`src/rtl/hazard_ctrl_pkg.sv`:
```
// Shared definitions for the hazard controller: FSM encoding, register-zero
// constant and the load-use match helper.
package hazard_ctrl_pkg;

  typedef enum logic {
    HZ_RUN      = 1'b0,
    HZ_LU_STALL = 1'b1
  } hz_state_t;

  localparam logic [4:0] REG_ZERO = 5'd0;
  localparam int         REM_W    = 3;

  // A load to $0 never produces a real value, so it can never cause a hazard.
  function automatic logic load_use(
    input logic       mem_read,
    input logic [4:0] dest,
    input logic [4:0] rs,
    input logic [4:0] rt,
    input logic       uses_rs,
    input logic       uses_rt
  );
    return mem_read && (dest != REG_ZERO) &&
           ((uses_rs && (dest == rs)) || (uses_rt && (dest == rt)));
  endfunction

endpackage

```
`src/rtl/sat_counter.sv`:
```
// Event counter that increments on enable and sticks at its all-ones value.
module sat_counter #(
  parameter int WIDTH = 32
) (
  input  logic             clk,
  input  logic             rst_n,
  input  logic             en,
  output logic [WIDTH-1:0] count
);

  always_ff @(posedge clk or negedge rst_n) begin
    if (!rst_n) begin
      count <= '0;
    end else if (en && (count != '1)) begin
      count <= count + WIDTH'(1);
    end
  end

endmodule

```
`src/rtl/hazard_ctrl.sv`:
```
// Load-use stall sequencing and branch/jump flush arbitration for the
// PC, IF/ID and ID/EX registers, with saturating debug counters.
module hazard_ctrl #(
  parameter int LOAD_LAT = 1,
  parameter int CNT_W    = 32
) (
  input  logic             Clk,
  input  logic             Reset_n,
  input  logic [4:0]       Rs_ID,
  input  logic [4:0]       Rt_ID,
  input  logic             UsesRs_ID,
  input  logic             UsesRt_ID,
  input  logic             MemRead_EX,
  input  logic [4:0]       DestReg_EX,
  input  logic             BranchTaken_EX,
  input  logic             Jump_ID,
  output logic             PCWrite,
  output logic             IF_ID_Write,
  output logic             IF_ID_Flush,
  output logic             Flush,
  output logic             Flush2,
  output logic [CNT_W-1:0] StallCount,
  output logic [CNT_W-1:0] FlushCount
);
  import hazard_ctrl_pkg::*;

  localparam logic [REM_W-1:0] REM_INIT = REM_W'(LOAD_LAT - 1);

  hz_state_t        state, state_next;
  logic [REM_W-1:0] rem, rem_next;
  logic             lu;

  assign lu = load_use(MemRead_EX, DestReg_EX, Rs_ID, Rt_ID, UsesRs_ID, UsesRt_ID);

  always_ff @(posedge Clk or negedge Reset_n) begin
    if (!Reset_n) begin
      state <= HZ_RUN;
      rem   <= '0;
    end else begin
      state <= state_next;
      rem   <= rem_next;
    end
  end

  // The first stall cycle is spent in RUN, so LU_STALL covers LOAD_LAT-1 more.
  always_comb begin
    state_next = state;
    rem_next   = rem;
    case (state)
      HZ_RUN: begin
        if (BranchTaken_EX) begin
          state_next = HZ_RUN;
          rem_next   = '0;
        end else if (lu && (LOAD_LAT > 1)) begin
          state_next = HZ_LU_STALL;
          rem_next   = REM_INIT;
        end
      end
      HZ_LU_STALL: begin
        if (BranchTaken_EX || (rem == REM_W'(1))) begin
          state_next = HZ_RUN;
          rem_next   = '0;
        end else begin
          rem_next = rem - REM_W'(1);
        end
      end
      default: begin
        state_next = HZ_RUN;
        rem_next   = '0;
      end
    endcase
  end

  always_comb begin
    PCWrite     = 1'b1;
    IF_ID_Write = 1'b1;
    IF_ID_Flush = 1'b0;
    Flush       = 1'b0;
    Flush2      = 1'b0;
    if (BranchTaken_EX) begin
      IF_ID_Flush = 1'b1;
      Flush2      = 1'b1;
    end else if ((state == HZ_LU_STALL) || lu) begin
      PCWrite     = 1'b0;
      IF_ID_Write = 1'b0;
      Flush       = 1'b1;
    end else if (Jump_ID) begin
      // A jr may be waiting on the load, so jumps only count once back in RUN.
      IF_ID_Flush = 1'b1;
    end
  end

  sat_counter #(.WIDTH(CNT_W)) u_stall_cnt (
    .clk   (Clk),
    .rst_n (Reset_n),
    .en    (!PCWrite),
    .count (StallCount)
  );

  sat_counter #(.WIDTH(CNT_W)) u_flush_cnt (
    .clk   (Clk),
    .rst_n (Reset_n),
    .en    (Flush2 || IF_ID_Flush),
    .count (FlushCount)
  );

endmodule
```
`config.mk`:
```
export PLATFORM = sky130hd
export DESIGN_NAME = hazard_ctrl
export DESIGN_NICKNAME = d
export VERILOG_FILES = /design/src/rtl/hazard_ctrl_pkg.sv /design/src/rtl/sat_counter.sv /design/src/rtl/hazard_ctrl.sv
export SDC_FILE = /design/constraint.sdc
export NUM_CORES = 1
export LEC_CHECK = 0
export ABC_AREA = 1
export CAP_MARGIN = 20
export CORE_MARGIN = 2
export CORE_UTILIZATION = 54
export CTS_BUF_LIST = sky130_fd_sc_hd__clkbuf_2
export CTS_CLUSTER_SIZE = 40
export DETAILED_ROUTE_END_ITERATION = 10
export PLACE_DENSITY = 0.86
export SLEW_MARGIN = 20
export SYNTH_ARGS = -nofsm -noshare
export SYNTH_HDL_FRONTEND = slang
export SYNTH_HIERARCHICAL = 1
export SYNTH_SLANG_ARGS = --single-unit
```
`constraint.sdc`:
```
create_clock -name Clk -period 2.35 [get_ports Clk]
set_input_delay 0.705 -clock Clk [delete_from_list [all_inputs] [get_ports Clk]]
set_output_delay 0.705 -clock Clk [all_outputs]
set_load 0.02 [all_outputs]
```
==> flow_metrics.tcl, run 1 <==
set metrics [dict create \
    layout-drive-gt1-share 0.148 \
    dpl-instance-area_um2 5990 \
    met2_wirelength_um 7010 \
    synth_seq_cells 68 \
    netlist.area_leader.share 0.355 \
    grt_max_degree 26 \
    grt_pass1_wl_um 22000 \
    drtIter0Drc 231 \
    hp-class "primary input to async pin" \
    grt-ovfl-total 0 \
    worst-setup-path-type "primary input to primary output" \
    synth_top_area_cell "dfrtp_1" \
    grt_setup_unrepaired "yes" \
    crit_arrival_ns 1.63 \
    place.gp.congestion 0.953 \
    top_layer "met4" \
    start_kind "primary input" \
    ys_warn_count 6 \
    fmax_mhz 427 \
    portBuffers 90 \
    period_minus_slack_ns 2.34 \
    fin_setup_tns_ns 0 \
    drc 0 \
    dieArea_um2 9640 \
    nets 892 \
    fp.dieW_um 98.2 \
    antenna_found_initial 0 \
    power_density_nw_per_um2 385 \
    fin_area_um2 6120 \
    p_leak_nw 3.27 \
    pre_cts_ws_ns -0.824 \
    area_delta_synth_final_pct 27.7 \
    critPathMaxFanout 3 \
    drt-total-wl_um 13300 \
    place_hpwl_um 10200 \
    n_antenna_cell 0 \
    final_core_util 0.705 \
    core_area_um2 8680 \
    postCtsHoldBufs 0 \
    setup_ws_ns 0.0103 \
    start_util 0.552 \
    vias_per_cell 5.28 \
    fin_cells 978 \
    worst_pin_slew_ns 0.463 \
    drtPass1Iterations 5 \
    cts_buffer_depth 2 \
    syn_avg_cell_area_um2 6.40 \
    yosysSeqAreaShare 0.355 \
    syn-num-nets 774 \
    worstSkewPairLatency_ns 0.50 \
    setup_violations 0 \
    outcome "completed" \
    rows 34 \
    dp_cells 961 \
    cts.clk_slew.worst_paths_ns 0.17 \
    drt-met1-wl_um 5120 \
    period_share 0.996 \
    ios 91 \
    grt_pass1_vias 4985 \
    clkSinkCount 68 \
    power_mw 2.35 \
    grtUsageTotal 0.278 \
    fp.dieH_um 98.2 \
    ir_drop_v 0.000315 \
    tritoncts "built" \
    end_kind "primary output" \
    antenna_left 0 \
    drv_cap 0 \
    hold_viol_final 0 \
    slew_headroom 0.691 \
    htreeDepth 3 \
    cp.required_ns 1.64 \
    synth_edf_count 0 \
    whs_ns 0.128 \
    synthFlopType "dfrtp_1" \
    wl_met3_um 798 \
    ys_top_cells_by_area "dfrtp_1 (36%), nand2_1 (25%), nor2_1 (8.9%)" \
    yosysMostFrequentCell "nand2_1" \
    syn_area_um2 4790 \
    dr_total_vias 5168 \
    syn_inst 748 \
    synth_cell_types 26 \
    finalMaxSlewViolations 0 \
    wire_per_inst_um 13.6 \
    cts-root-buf "clkbuf_2" \
    fin_skew_ns 0.0218 \
    cts_made_buffers 9 \
    async_flop_share 1.00 \
    synth_common_cells "nand2_1 (314), nor2_1 (114), inv_1 (76)" \
]
worst max-delay path, stage by stage:
cell and delay [ns]:
buf_2 0.12, nand2_1 0.06, nand2_1 0.07, nor2_1 0.11, nand3_1 0.08, nand2_1 0.08, nand2_2 0.06, nand2_4 0.10
buf_8 0.13, buf_12 0.10
cell type report:
cell class / count / area, µm²
inverters: 81 / 307
flip-flops and latches: 68 / 1730
clock inverters: 3 / 15.0
well taps: 108 / 135
clock buffers: 12 / 60.1
multi-input cells: 586 / 2700
repair buffers: 120 / 1180
fillers: 738 / 2560
routing by layer:
layer,track usage,up-vias
met5,0,-
met2,0.514,200
met1,0.313,2387
met3,0.0551,37
li1,-,2544
met4,0.106,0
where the power goes:
group / internal [mW] / leakage, nW / switching [mW]
clock network: 0.140 / 0.0531 / 0.407
registers: 1.23 / 0.906 / 0.0886
logic: 0.211 / 2.31 / 0.276
total: 1.58 / 3.27 / 0.771
registers in the layout, summed over array words and instances, names as in the netlist:
register and count:
state 1, u_stall_cnt/count 32, u_flush_cnt/count 32, rem 3
worst paths after layout:
path	start	endpoint	slack, ns	cells past startpoint
max in group asynchronous	Reset_n	u_flush_cnt/count[9]$_DFFE_PN0P_	1.61	2
setup reg to reg	state$_DFF_PN0_	u_stall_cnt/count[22]$_DFFE_PN0P_	0.29	14
setup / recovery	Rt_ID[1]	Flush	0.01	10
min in group Clk	rem[0]$_DFFE_PN0P_	rem[0]$_DFFE_PN0P_	0.56	1
hold / removal	Reset_n	u_flush_cnt/count[2]$_DFFE_PN0P_	0.13	1
hold reg to reg	rem[0]$_DFFE_PN0P_	rem[0]$_DFFE_PN0P_	0.56	1
cell families after synthesis:
group	after synthesis	share of synthesized area
compound gates	14	0.0170
simple gates	551	0.499
flops	68	0.355
buf+inv	94	0.0872
xor+xnor	17	0.0311
fa+ha+maj	4	0.0104
cells in the final DEF (no fill, tap or decap), types with 2 or more instances in the layout:
| cell type | Yosys | routed |
|---|---|---|
| buf_6 | 5 | 7 |
| dlygate4sd2_1 | 0 | 20 |
| nor2_1 | 114 | 112 |
| nand3b_1 | 17 | 17 |
| dfrtp_2 | 0 | 20 |
| dlymetal6s2s_1 | 0 | 29 |
| nor2_4 | 8 | 10 |
| nand2_2 | 14 | 15 |
| clkinv_1 | 0 | 2 |
| o21bai_1 | 2 | 2 |
| xnor2_1 | 15 | 15 |
| nand2_1 | 314 | 312 |
| buf_2 | 4 | 11 |
| buf_12 | 0 | 4 |
| nor2_2 | 6 | 6 |
| dfrtp_1 | 68 | 48 |
| inv_1 | 76 | 72 |
| clkbuf_2 | 0 | 12 |
| ha_1 | 4 | 4 |
| clkdlybuf4s50_1 | 0 | 21 |
| o22ai_1 | 2 | 2 |
| nand2_4 | 3 | 4 |
| inv_2 | 5 | 8 |
| nor3_1 | 3 | 3 |
| o21ai_0 | 7 | 7 |
| nand4_1 | 22 | 22 |
| xor2_1 | 2 | 2 |
| a21oi_1 | 2 | 2 |
| nand3_1 | 49 | 49 |
| buf_4 | 3 | 27 |
repair_timing:
item                       4_1_cts  5_1_grt
buffers inserted                 1        1
gates resized for setup        122       38
setup endpoints to repair       42       38
pin swaps                       25        6
(Power assumes the default switching activity.)
==> inputs of run 2 (changes only) <==
--- a/config.mk
+++ b/config.mk
@@ -12,7 +12,8 @@
 export CTS_BUF_LIST = sky130_fd_sc_hd__clkbuf_2
 export CTS_CLUSTER_SIZE = 40
 export DETAILED_ROUTE_END_ITERATION = 10
-export PLACE_DENSITY = 0.86
+export PLACE_DENSITY = 0.91
+export RECOVER_POWER = 100
 export SLEW_MARGIN = 20
 export SYNTH_ARGS = -nofsm -noshare
 export SYNTH_HDL_FRONTEND = slang
==> run 2 against run 1 <==
  * Core utilization decreased by 1.9 points
  * Register-to-register slack got worse by 0.08 ns
  * Largest power group unchanged
  * Combinational power decreased by 12%
  * Clock skew increased by 0.0019 ns
  * Cell count increased by 0.10%
  * Via count decreased by 0.58%
  * Non-clock buffer count unchanged
  * Fmax increased by 1.1%
  * Largest cell class unchanged
==> flow_metrics.tcl, run 2 (same netlist as run 1, synthesis figures left out) <==
set metrics [dict create \
    period_share 0.985 \
    dpl-instance-area_um2 5920 \
    grt_max_degree 53 \
    outcome "completed" \
    layout_common_cells "nand2_1 (311), nor2_1 (114), inv_1 (72)" \
    dr_total_vias 5138 \
    critPathMaxStageDelay_ns 0.62 \
    r2r_end "u_flush_cnt/count[1]$_DFFE_PN0P_" \
    top_regs "u_flush_cnt/count: 32 flops, u_stall_cnt/count: 32 flops, rem: 3 flops" \
    portBuffers 90 \
    hold_viol_final 0 \
    antenna_left 0 \
    hp-class "primary input to async pin" \
    rr_worst_depth 10 \
    worst-setup-path-type "flop to primary output" \
    fp.dieH_um 98.2 \
    tritoncts "built" \
    fin_cells 979 \
    cts.clk_slew.worst_paths_ns 0.21 \
    drv_cap 0 \
    cpLargestDelayFamily "buffers and inverters" \
    clkSinkCount 68 \
    nets 892 \
    crit_path_top_delay_cell "clkdlybuf4s50_1" \
    place_hpwl_um 9260 \
    start_util 0.552 \
    core_area_um2 8680 \
    fin_area_um2 5950 \
    drc 0 \
    cts-root-buf "clkbuf_2" \
    drtIter0Drc 277 \
    wire_per_inst_um 12.9 \
    fp.dieW_um 98.2 \
    htreeDepth 3 \
    crit_buf_inv 1 \
    place.gp.congestion 0.972 \
    worstSetupStartpoint "u_flush_cnt/count[13]$_DFFE_PN0P_" \
    cp.required_ns 1.64 \
    n_antenna_cell 0 \
    start_kind "flop" \
    drtPass1Iterations 5 \
    worstPathCellList "clkdlybuf4s50_1" \
    ir_drop_v 0.000316 \
    slew_headroom 0.390 \
    layout-drive-gt1-share 0.132 \
    worst_pin_slew_ns 0.916 \
    rows 34 \
    final_common_cell "nand2_1" \
    worstSkewPairLatency_ns 0.53 \
    critPathMaxFanout 5 \
    p_leak_nw 2.91 \
    ios 91 \
    r2r_slack_ns 0.21 \
    vias_per_cell 5.25 \
    finalMaxSlewViolations 0 \
    grt-ovfl-total 0 \
    area_delta_synth_final_pct 24.2 \
    power_density_nw_per_um2 432 \
    grt_pass1_vias 4749 \
    fin_skew_ns 0.0237 \
    grt_pass1_wl_um 21100 \
    antenna_found_initial 0 \
    setup_violations 0 \
    r2r-start "u_flush_cnt/count[0]$_DFFE_PN0P_" \
    cts_buffer_depth 2 \
    end_kind "primary output" \
    drt-total-wl_um 12600 \
    crit_arrival_ns 1.61 \
    fmax_mhz 432 \
    dieArea_um2 9640 \
    period_minus_slack_ns 2.31 \
    cts_made_buffers 9 \
    dp_cells 955 \
    grtUsageTotal 0.266 \
]
-- run 2: through the flow --
stage                     utilization  total power, mW  hold slack, ns  worst slack, ns  setup TNS [ns]
after floorplan                     -             1.58           0.409           0.0168               0
after global placement          0.682             1.82           0.517           -0.777          -18.72
after detailed placement        0.682             1.83           0.511           -0.816          -22.18
after CTS                       0.695             2.61          0.0288         0.000328               0
after global routing            0.686             2.70           0.298          -0.0209         -0.0291
final                           0.686             2.57           0.247           0.0363               0
-- run 2: worst max path at each step --
stage / to / cells past startpoint / slack (ns)
final: FlushCount[13] / 1 / 0.04
after global routing: IF_ID_Flush / 11 / -0.02
after CTS: IF_ID_Write / 11 / 0.0003
after detailed placement: Flush / 10 / -0.82
after global placement: Flush / 10 / -0.78
after floorplan: u_flush_cnt/count[26]$_DFFE_PN0P_ / 17 / 0.02
-- run 2: layout make-up --
cell class	instances	area (µm²)
well taps	108	135
clock buffers	10	50.0
repair buffers	120	973
fillers	751	2730
multi-input cells	586	2680
inverters	81	309
flip-flops and latches	68	1710
clock inverters	6	88.8
-- run 2: layer usage --
metal	track usage	part of all wire
met5	0	0
met1	0.334	0.41
met2	0.468	0.49
met4	0.100	0.032
met3	0.0351	0.069
-- run 2: report_power, final --
part / total [mW] / leakage (nW) / internal [mW] / switching, mW
clock: 0.822 / 0.0781 / 0.355 / 0.466
sequential: 1.32 / 0.927 / 1.23 / 0.0885
combinational: 0.429 / 1.91 / 0.172 / 0.257
-- run 2: what timing repair did --
item / CTS / global route
resized for setup: 126 / 38
hold buffers: 0 / 0
buffers inserted: 4 / 4
endpoints found under the setup margin: 56 / 22
pin swaps: 23 / 17
==> inputs of run 3 (changes only) <==
--- a/config.mk
+++ b/config.mk
@@ -19,3 +19,4 @@
 export SYNTH_HDL_FRONTEND = slang
 export SYNTH_HIERARCHICAL = 1
 export SYNTH_SLANG_ARGS = --single-unit
+export TNS_END_PERCENT = 50
==> run 3 against run 2 <==
  * Hold slack better by 0.0032 ns
  * Worst setup slack better by 0.0067 ns
  * Clock skew hardly changed
  * First-iteration DRC count is 8.3% lower
  * Die area stayed put
  * Cell count is 0.31% lower
  * Clock power is 0.6% lower
  * Sequential share of layout area is 0.15 points higher
  * Wire length is 0.81% lower
  * Fmax is 0.29% higher
  * Combinational power hardly changed
==> flow_metrics.tcl, run 3 (same netlist as run 1, synthesis figures left out) <==
set metrics [dict create \
    path_depth 1 \
    n_antenna_cell 0 \
    place_hpwl_um 9260 \
    crit_buf_inv 1 \
    critPathMaxStageDelay_ns 0.62 \
    period_share 0.982 \
    hold_viol_final 0 \
    antenna_found_initial 0 \
    final_common_cell "nand2_1" \
    start_util 0.552 \
    fin_setup_tns_ns 0 \
    fin_skew_ns 0.0236 \
    slew_headroom 0.384 \
    grt_pass1_vias 4717 \
    power_density_nw_per_um2 433 \
    antenna_left 0 \
    rows 34 \
    portBuffers 90 \
    dr_total_vias 5084 \
    ios 91 \
    r2r-start "u_flush_cnt/count[0]$_DFFE_PN0P_" \
    pre_cts_ws_ns -0.816 \
    crit_arrival_ns 1.60 \
    r2r_slack_ns 0.21 \
    critPathCapture "FlushCount[13]" \
    cts_buffer_depth 2 \
    drtIter0Drc 254 \
    fp.dieW_um 98.2 \
    worstSetupStartpoint "u_flush_cnt/count[13]$_DFFE_PN0P_" \
    worst_pin_slew_ns 0.924 \
    drc 0 \
    drtPass1Iterations 5 \
    cp.required_ns 1.64 \
    area_delta_synth_final_pct 23.6 \
    grt_pass1_wl_um 21000 \
    worst-setup-path-type "flop to primary output" \
    rr_worst_depth 10 \
    outcome "completed" \
    fp.dieH_um 98.2 \
    cts_made_buffers 9 \
    wire_per_inst_um 12.8 \
    dieArea_um2 9640 \
    period_minus_slack_ns 2.31 \
    critPathMaxFanout 5 \
    layout-drive-gt1-share 0.129 \
    finalMaxSlewViolations 0 \
    cts-root-buf "clkbuf_2" \
    fmax_mhz 433 \
    htreeDepth 3 \
    power_mw 2.56 \
    postCtsHoldBufs 0 \
    setup_ws_ns 0.0430 \
    layout_common_cells "nand2_1 (311), nor2_1 (114), inv_1 (72)" \
    setup_violations 0 \
    worstSkewPairLatency_ns 0.53 \
    worstPathCellList "clkdlybuf4s50_1" \
    p_leak_nw 2.90 \
    top_regs "u_flush_cnt/count: 32 flops, u_stall_cnt/count: 32 flops, rem: 3 flops" \
    hp-class "primary input to async pin" \
    crit_path_top_delay_cell "clkdlybuf4s50_1" \
    nets 889 \
    r2r_end "u_flush_cnt/count[1]$_DFFE_PN0P_" \
    grtUsageTotal 0.265 \
    ir_drop_v 0.000316 \
    drv_cap 0 \
    drt-total-wl_um 12500 \
    place.gp.congestion 0.972 \
    cts.clk_slew.worst_paths_ns 0.21 \
    core_area_um2 8680 \
    grt_max_degree 53 \
    clkSinkCount 68 \
    start_kind "flop" \
    cpLargestDelayFamily "buffers and inverters" \
    dp_cells 955 \
    grt-ovfl-total 0 \
    end_kind "primary output" \
    tritoncts "built" \
    vias_per_cell 5.21 \
    fin_cells 976 \
]
run 3: how the worst min path moves through the flow:
stage / end / slack (ns) / depth (start not counted)
3_5_place_dp: u_flush_cnt/count[31]$_DFFE_PN0P_ / 0.51 / 2
4_1_cts: u_flush_cnt/count[7]$_DFFE_PN0P_ / 0.03 / 1
2_1_floorplan: rem[0]$_DFFE_PN0P_ / 0.41 / 0
6_report: u_flush_cnt/count[7]$_DFFE_PN0P_ / 0.25 / 1
5_1_grt: u_flush_cnt/count[7]$_DFFE_PN0P_ / 0.30 / 1
3_3_place_gp: u_flush_cnt/count[10]$_DFFE_PN0P_ / 0.52 / 2
run 3: metrics by stage:
stage	cell area, µm²	hold slack [ns]	utilization
3_3_place_gp	5920	0.517	0.682
3_5_place_dp	5920	0.511	0.682
5_1_grt	5920	0.298	0.682
6_report	5920	0.250	0.682
4_1_cts	6020	0.0288	0.694
2_1_floorplan	4810	0.409	-
run 3: power breakdown:
| part | internal (mW) | switching (mW) | total [mW] |
|---|---|---|---|
| registers | 1.23 | 0.0880 | 1.32 |
| logic | 0.172 | 0.257 | 0.429 |
| clock network | 0.355 | 0.462 | 0.817 |
| total | 1.76 | 0.807 | 2.56 |
run 3: layer usage:
| metal | wire (µm) | GRT usage | vias to the layer above | share of wire |
|---|---|---|---|---|
| met2 | 6150 | 0.465 | 199 | 0.49 |
| met1 | 5120 | 0.333 | 2300 | 0.41 |
| met3 | 903 | 0.0351 | 34 | 0.072 |
| met5 | 0 | 0 | - | 0 |
| li1 | - | - | 2551 | - |
| met4 | 361 | 0.0991 | 0 | 0.029 |
run 3: what timing repair did:
item | 4_1_cts | 5_1_grt
gates resized for setup | 127 | 39
pin swaps | 23 | 17
hold endpoints to repair | 0 | 0
endpoints found under the setup margin | 56 | 22
setup buffers | 3 | 2
run 3: cell type report:
cell class | instances | area, µm²
fill | 761 | 2760
tap | 108 | 135
sequential | 68 | 1710
multi-input combinational | 586 | 2680
inverter | 81 | 309
timing repair buffer | 117 | 943
clock inverter | 6 | 88.8
clock buffer | 10 | 50.0
